**src/rtl/cpu_sequencer.sv**
```systemverilog
// Multi-cycle fetch/decode/execute/memory/writeback sequencer for the 9-bit core.
// Owns halt/fault, the memory wait timeout, and the saturating retire and busy-cycle counters.
module cpu_sequencer #(
    parameter int cnt_width   = 16,
    parameter int mem_timeout = 15
) (
    input  logic                 clk,
    input  logic                 start,
    input  logic                 is_halt,
    input  logic                 is_mem,
    input  logic                 is_branch,
    input  logic                 taken,
    input  logic                 dec_wr,
    input  logic                 mem_ack,
    output logic                 ir_load,
    output logic                 rf_we,
    output logic                 mem_req,
    output logic                 pc_en,
    output logic                 pc_sel_tgt,
    output logic                 halt,
    output logic                 fault,
    output logic                 busy,
    output logic [2:0]           state_dbg,
    output logic [cnt_width-1:0] instr_count,
    output logic [cnt_width-1:0] cycle_count
);

    typedef enum logic [2:0] {
        S_IDLE   = 3'd0,
        S_FETCH  = 3'd1,
        S_DECODE = 3'd2,
        S_EXEC   = 3'd3,
        S_MEM    = 3'd4,
        S_WB     = 3'd5,
        S_HALTED = 3'd6
    } state_t;

    localparam int                WAIT_W     = $clog2(mem_timeout + 1);
    localparam logic [WAIT_W-1:0] WAIT_LIMIT = WAIT_W'(mem_timeout);

    state_t              state;
    state_t              state_nxt;
    logic [WAIT_W-1:0]   wait_cnt;
    logic [WAIT_W-1:0]   wait_cnt_nxt;
    logic [WAIT_W-1:0]   wait_inc;
    logic                retire;
    logic                timeout;
    logic                in_flight;
    logic                fault_q;

    // Counters stick at all-ones instead of wrapping.
    function automatic logic [cnt_width-1:0] sat_inc(input logic [cnt_width-1:0] v);
        return (&v) ? v : v + cnt_width'(1);
    endfunction

    assign wait_inc  = wait_cnt + WAIT_W'(1);
    assign in_flight = (state == S_FETCH) || (state == S_DECODE) || (state == S_EXEC) ||
                       (state == S_MEM)   || (state == S_WB);

    always_comb begin
        state_nxt    = state;
        wait_cnt_nxt = wait_cnt;
        retire       = 1'b0;
        timeout      = 1'b0;
        case (state)
            S_IDLE:   state_nxt = S_FETCH;
            S_FETCH:  state_nxt = S_DECODE;
            S_DECODE: begin
                if (is_halt) begin
                    state_nxt = S_HALTED;
                    retire    = 1'b1;
                end else begin
                    state_nxt = S_EXEC;
                end
            end
            S_EXEC: begin
                if (is_mem) begin
                    state_nxt    = S_MEM;
                    wait_cnt_nxt = '0;
                end else begin
                    state_nxt = S_WB;
                end
            end
            S_MEM: begin
                // An ack in the timeout cycle still completes the access.
                if (mem_ack) begin
                    state_nxt = S_WB;
                end else begin
                    wait_cnt_nxt = wait_inc;
                    if (wait_inc == WAIT_LIMIT) begin
                        state_nxt = S_HALTED;
                        timeout   = 1'b1;
                    end
                end
            end
            S_WB: begin
                state_nxt = S_FETCH;
                retire    = 1'b1;
            end
            S_HALTED: state_nxt = S_HALTED;
            default:  state_nxt = S_FETCH;
        endcase
    end

    always_ff @(posedge clk) begin
        if (start) begin
            state       <= S_IDLE;
            wait_cnt    <= '0;
            fault_q     <= 1'b0;
            instr_count <= '0;
            cycle_count <= '0;
        end else begin
            state    <= state_nxt;
            wait_cnt <= wait_cnt_nxt;
            if (timeout) begin
                fault_q <= 1'b1;
            end
            if (retire) begin
                instr_count <= sat_inc(instr_count);
            end
            if (in_flight) begin
                cycle_count <= sat_inc(cycle_count);
            end
        end
    end

    // Strobes are decoded from the state register; only rf_we and pc_sel_tgt see inputs.
    assign ir_load    = (state == S_FETCH);
    assign mem_req    = (state == S_MEM);
    assign pc_en      = (state == S_WB);
    assign rf_we      = (state == S_WB) && dec_wr;
    assign pc_sel_tgt = (state == S_WB) && is_branch && taken;
    assign halt       = (state == S_HALTED);
    assign fault      = fault_q;
    assign busy       = in_flight;
    assign state_dbg  = state;

endmodule
```
**config.mk**
```make
export PLATFORM = sky130hd
export DESIGN_NAME = cpu_sequencer
export DESIGN_NICKNAME = d
export VERILOG_FILES = /design/src/rtl/cpu_sequencer.sv
export SDC_FILE = /design/constraint.sdc
export NUM_CORES = 1
export LEC_CHECK = 0
export BUFFER_PORTS_ARGS = -buffer_cell sky130_fd_sc_hd__buf_2
export CAP_MARGIN = 20
export CORE_MARGIN = 4
export CORE_UTILIZATION = 35
export CTS_BUF_LIST = sky130_fd_sc_hd__clkbuf_4 sky130_fd_sc_hd__clkbuf_8
export CTS_CLUSTER_SIZE = 10
export DETAILED_ROUTE_END_ITERATION = 10
export MAX_ROUTING_LAYER = met4
export SKIP_CTS_REPAIR_TIMING = 1
export SYNTH_ARGS = -nofsm -noshare
export SYNTH_HDL_FRONTEND = slang
export SYNTH_SLANG_ARGS = --single-unit
```
**constraint.sdc**
```tcl
create_clock -name clk -period 2 [get_ports clk]
set_input_delay 0.4 -clock clk [delete_from_list [all_inputs] [get_ports clk]]
set_output_delay 0.4 -clock clk [all_outputs]
set_load 0.005 [all_outputs]
```
; Yosys cells after proc, flatten, opt, wreduce, memory -nomap -nowiden
; Cells that the tools add are included.
[totals]
elab_cells = 46
out_inout_bits = 43
input_bits = 8
regBits = 40
[classes]
addsub = 3
bitwise_logic = 2
n_mux = 13
reduce_logical = 13
n_eq_ne = 10
[op_table]
columns = op, n
row1 = adder 16 x 1 -> 16 bit (second input constant), 2
row2 = AND reduction 16 bit, 2
row3 = one-hot mux 3 bit (5 select lines), 1
row4 = == test 3 bit (second input constant), 3
row5 = two-way mux 3 bit, 3
row6 = two-way mux 4 bit, 2
row7 = one-hot mux 4 bit (2 select lines), 1
row8 = == test 3 x 2 -> 1 bit (second input constant), 2
row9 = two-way mux 1 bit, 5
row10 = adder 4 x 1 -> 4 bit (second input constant), 1
row11 = == test 4 bit (second input constant), 1
row12 = logical OR 1 bit, 4
row13 = != test 2 bit (second input constant), 2
row14 = AND reduction 2 bit, 2
row15 = == test 3 x 1 -> 1 bit (second input constant), 1
row16 = logical AND 1 bit, 3
row17 = != test 3 x 2 -> 1 bit (second input constant), 1
row18 = AND reduction 3 bit, 1
row19 = inverter 1 bit, 2
row20 = one-hot mux 1 bit (2 select lines), 1
row21 = nonzero test 2 bit, 1

; Longest topological paths before layout
[logic_depth]
depth_word = 6
depth_mapped = 7
depth_no_buf = 5

; Worst setup path after synthesis
; No wires, ideal clock.
[synth_path]
path_type = reg2reg
from = register instr_count[0]
to = register instr_count[14]
setup_ps = 135
required_ps = 1865
synth_period_minus_slack_ps = 1756
path_stages_with_launch = 7
arrival_ps = 1621
path_buffers = 1
slack_ps = 244
path_cell_list = dfxtp_1 ha_1 and4_1 buf_2 o211ai_1 o311ai_0 o41ai_1
[synth_between]
elab_chain_cells = 3
word_cells_on_any_way = 4
classes_between = 1 x add/sub / 1 x bitwise / 2 x reduce/logical
[synth_lines]
columns = element, line
row1 = "start, declared", 24  ; output logic [cnt_width-1:0] instr_count,
row2 = "start signal, assigned", 119  ; instr_count <= sat_inc(instr_count);
row3 = "parallel branches: the longest is 3 deep, another holds adder 16 x 1 -> 16 bit", --
; Several ways; the timed one is not identified.
; A chain may end at the register's enable or synchronous reset.

; Worst setup path in the final report
[layout_path]
from = register state[2] (netlist: state_dbg[2])
to = output mem_req
[layout_between]
elab_chain_cells = 1
[layout_lines]
columns = element, line
row1 = "start, declared", 41  ; state_t state;
row2 = "start signal, assigned", 113  ; state <= state_nxt;
row3 = == test 3 bit, 129  ; assign mem_req = (state == S_MEM);
row4 = "end, declared", 17  ; output logic mem_req,
; No other way between the ends.

==> reports/results.ini <==
[outcome]
status=complete, no violations

[route]
drt_iter0_markers=89
wl_per_cell_um=13.1
ant_nets=0
viasPerCell=5.26
wl_um=5180
dr.pass1.iters=4
num_vias=2083
remaining_drc_errors=0

[pwr]
p_sw_uw=453
p_leak_nw=1.15
sw_frac_of_total_pct=27.4
p_int_mw=1.20
power.share.clock_pct=31.8
combPwrFrac_pct=16.9
ir_drop_v=0.000281
total_power_mw=1.65
powerDensity_nw_per_um2=610
p_seq_share_pct=51.3

[timing]
fin_setup_tns_ns=0
rsz0062_at_grt=no
max_slew_margin_pct=63.7
tightestPinTransition_ns=0.542
report.final.slew_viol_count=0
timing.fmax_mhz=533
fin_skew_ns=0.00701
setup_viol=0
fin_crit_sh_pct=93.9
hold_viol_final=0
post-route-min-period_ns=1.88

[grt]
track_usage_pct=14.2
grt-ovfl-total=0
grt_max_degree=22
first_global_vias=1892
grt_pass1_wl_um=8690
grt_antenna_before_repair=0

[floorplan]
die_area_um2=7810
core_um2=6310
die_x_um=88.4
start_util_pct=35.8
ios=51
rows=29
die_h_um=88.4

[cts]
cts_inserted_buffers=5
cts_sinks=40
cts_tree=yes
cts_max_level=2
clkTransAtPathRegs_ns=0.08
cts_buffer_depth=2
cts-root-buf=clkbuf_8
insertion_delay_ns=0.29

[layout]
layout-drive-gt1-share_pct=28.8
num_antenna_cells=0
area_growth_pct=20.0
fillers=647
final_nets=331

[logic_synthesis]
syn_avg_cell_area_um2=8.56
syn_inst=264
synthesis.area_um2=2260
yosysUniqueCellTypes=47
synth-edff-count=0
yosys_warnings=0
ys_seq_area_share_pct=35.4
yosys_register_bits=40
ys_async_sr_fraction_pct=0
synth_fp_nets=276
synthFlopType=dfxtp_1

[critical_path]
cpMaxStageDelayCell=or3b_2
critical_path.max_stage_delay_ns=0.48
cp_num_buf_inv=3
path_cells=buf_4 > or3b_2 > inv_1 > buf_2
critical_path_peak_fanout=8
cp-start-kind=flip-flop
path_class=reg -> out
cp.arrival_ns=1.48
critPathCaptureType=output port
crit_family=simple AND/OR/NAND/NOR gates
required_ns=1.60

[worst_hold_path]
hold_path_class=in -> reg

[job]
cap_violations=0

[placement]
port_buffers=50
dp_hpwl_um=3910
finalWeightedCongestion=0.807

placed cells by master (no fill, tap or decap), types with 2 or more instances in the layout:
master	Yosys	layout
mux2_2	15	15
o311ai_0	2	2
and4_1	4	4
o41ai_1	2	2
nand3_1	12	12
nor4b_1	2	2
mux2i_1	2	2
a21oi_1	20	20
nor2_1	26	26
o31ai_1	8	8
nor4_1	6	6
or3_1	3	3
or4_1	8	8
and3_1	7	7
o21bai_1	2	2
nand2_1	21	21
buf_2	5	50
inv_1	9	9
o21ai_0	8	8
nand4_1	4	4
nor2b_1	17	17
o311a_1	2	2
clkbuf_8	0	5
dfxtp_1	40	40
a41oi_1	2	2
ha_1	4	4
buf_4	1	11
a211oi_1	6	6
and2_1	2	2
worst min-delay path, delay by kind of cell:
kind / cells / cell delay (ns)
buffers and inverters: 1 / 0.10
AO/OA/AOI/OAI: 2 / 0.20
per-stage QoR:
step | hold slack [ns] | instance area [µm²] | setup slack (ns) | utilization, % | cells
2_1_floorplan | 0.465 | 2260 | 0.244 | - | 264
3_3_place_gp | 0.470 | 2630 | 0.204 | 41.7 | 389
3_5_place_dp | 0.470 | 2630 | 0.168 | 41.7 | 389
4_1_cts | 0.436 | 2710 | 0.0861 | 43.0 | 396
5_1_grt | 0.458 | 2710 | 0.0132 | 43.0 | 396
6_report | 0.447 | 2710 | 0.123 | 43.0 | 396
state kept, by name (all words and copies together) (netlist names):
register	flops
cycle_count	16
instr_count	16
fault	1
wait_cnt	4
state_dbg	3
cell families after synthesis:
logic type,share of synthesized area [%]
XOR/XNOR,0.775
flip-flops,35.4
buffers and inverters,4.92
adder cells (fa/ha/maj),2.21
AO/OA/AOI/OAI,17.1
multiplexers,8.36
AND/OR/NAND/NOR,31.2
Yosys cell counts (all sizes together), types with 2 or more instances:
cell    instances  share of area [%]
ha              4                2.2
nor2           26                4.3
o21ai           8                1.8
a211oi          6                2.0
nand2          21                3.5
or3             3               0.83
mux2           15                7.5
o31ai           8                2.7
o41ai           2               0.77
o311ai          2               0.77
o311a           2               0.89
and3            7                1.9
and2            2               0.55
mux2i           2               0.89
nor4            6                1.7
nand3          12                2.7
and4            5                2.0
a21oi          20                4.4
inv             9                1.5
nor4b           3                1.8
dfxtp          40                 35
nor2b          17                4.7
a41oi           2               0.77
o21bai          2               0.66
buf             9                2.6
nand4           5                1.7
clkbuf          5               0.83
or4             8                2.7
metal layers:
metal | GRT usage, % | wire length [µm]
met1 | 18.7 | 2640
met2 | 22.4 | 2330
met3 | 2.89 | 200
met4 | 3.85 | 6
met5 | - | 0
final timing paths:
kind	startpoint	end	slack (ns)	cells past startpoint
worst min register to register	fault$_SDFFE_PP0P_	fault$_SDFFE_PP0P_	0.48	2
worst max-delay path	state_dbg[2]$_SDFFE_PP0P_	mem_req	0.12	4
worst max register to register	cycle_count[0]$_SDFFE_PP0P_	cycle_count[14]$_SDFFE_PP0P_	0.16	5
worst min-delay path	is_halt	state_dbg[2]$_SDFFE_PP0P_	0.45	3
power groups by stage:
stage / clock network (mW) / registers (mW) / logic (mW)
4_1_cts: 0.552 / 0.848 / 0.283
5_1_grt: 0.589 / 0.853 / 0.314
3_5_place_dp: 0 / 0.867 / 0.283
6_report: 0.527 / 0.848 / 0.280
3_3_place_gp: 0 / 0.865 / 0.278
2_1_floorplan: 0 / 0.872 / 0.171
cell type report:
cell class	count	area (µm²)	share of cell area, %
Clock buffer	6	76.3	2.81
Inverter	9	33.8	1.24
Tap cell	77	96.3	3.55
Multi-Input combinational cell	201	1350	49.7
Timing Repair Buffer	62	353	13.0
Sequential cell	40	801	29.5
Clock inverter	1	5.00	0.184
Power figures use the tool's default switching activity.
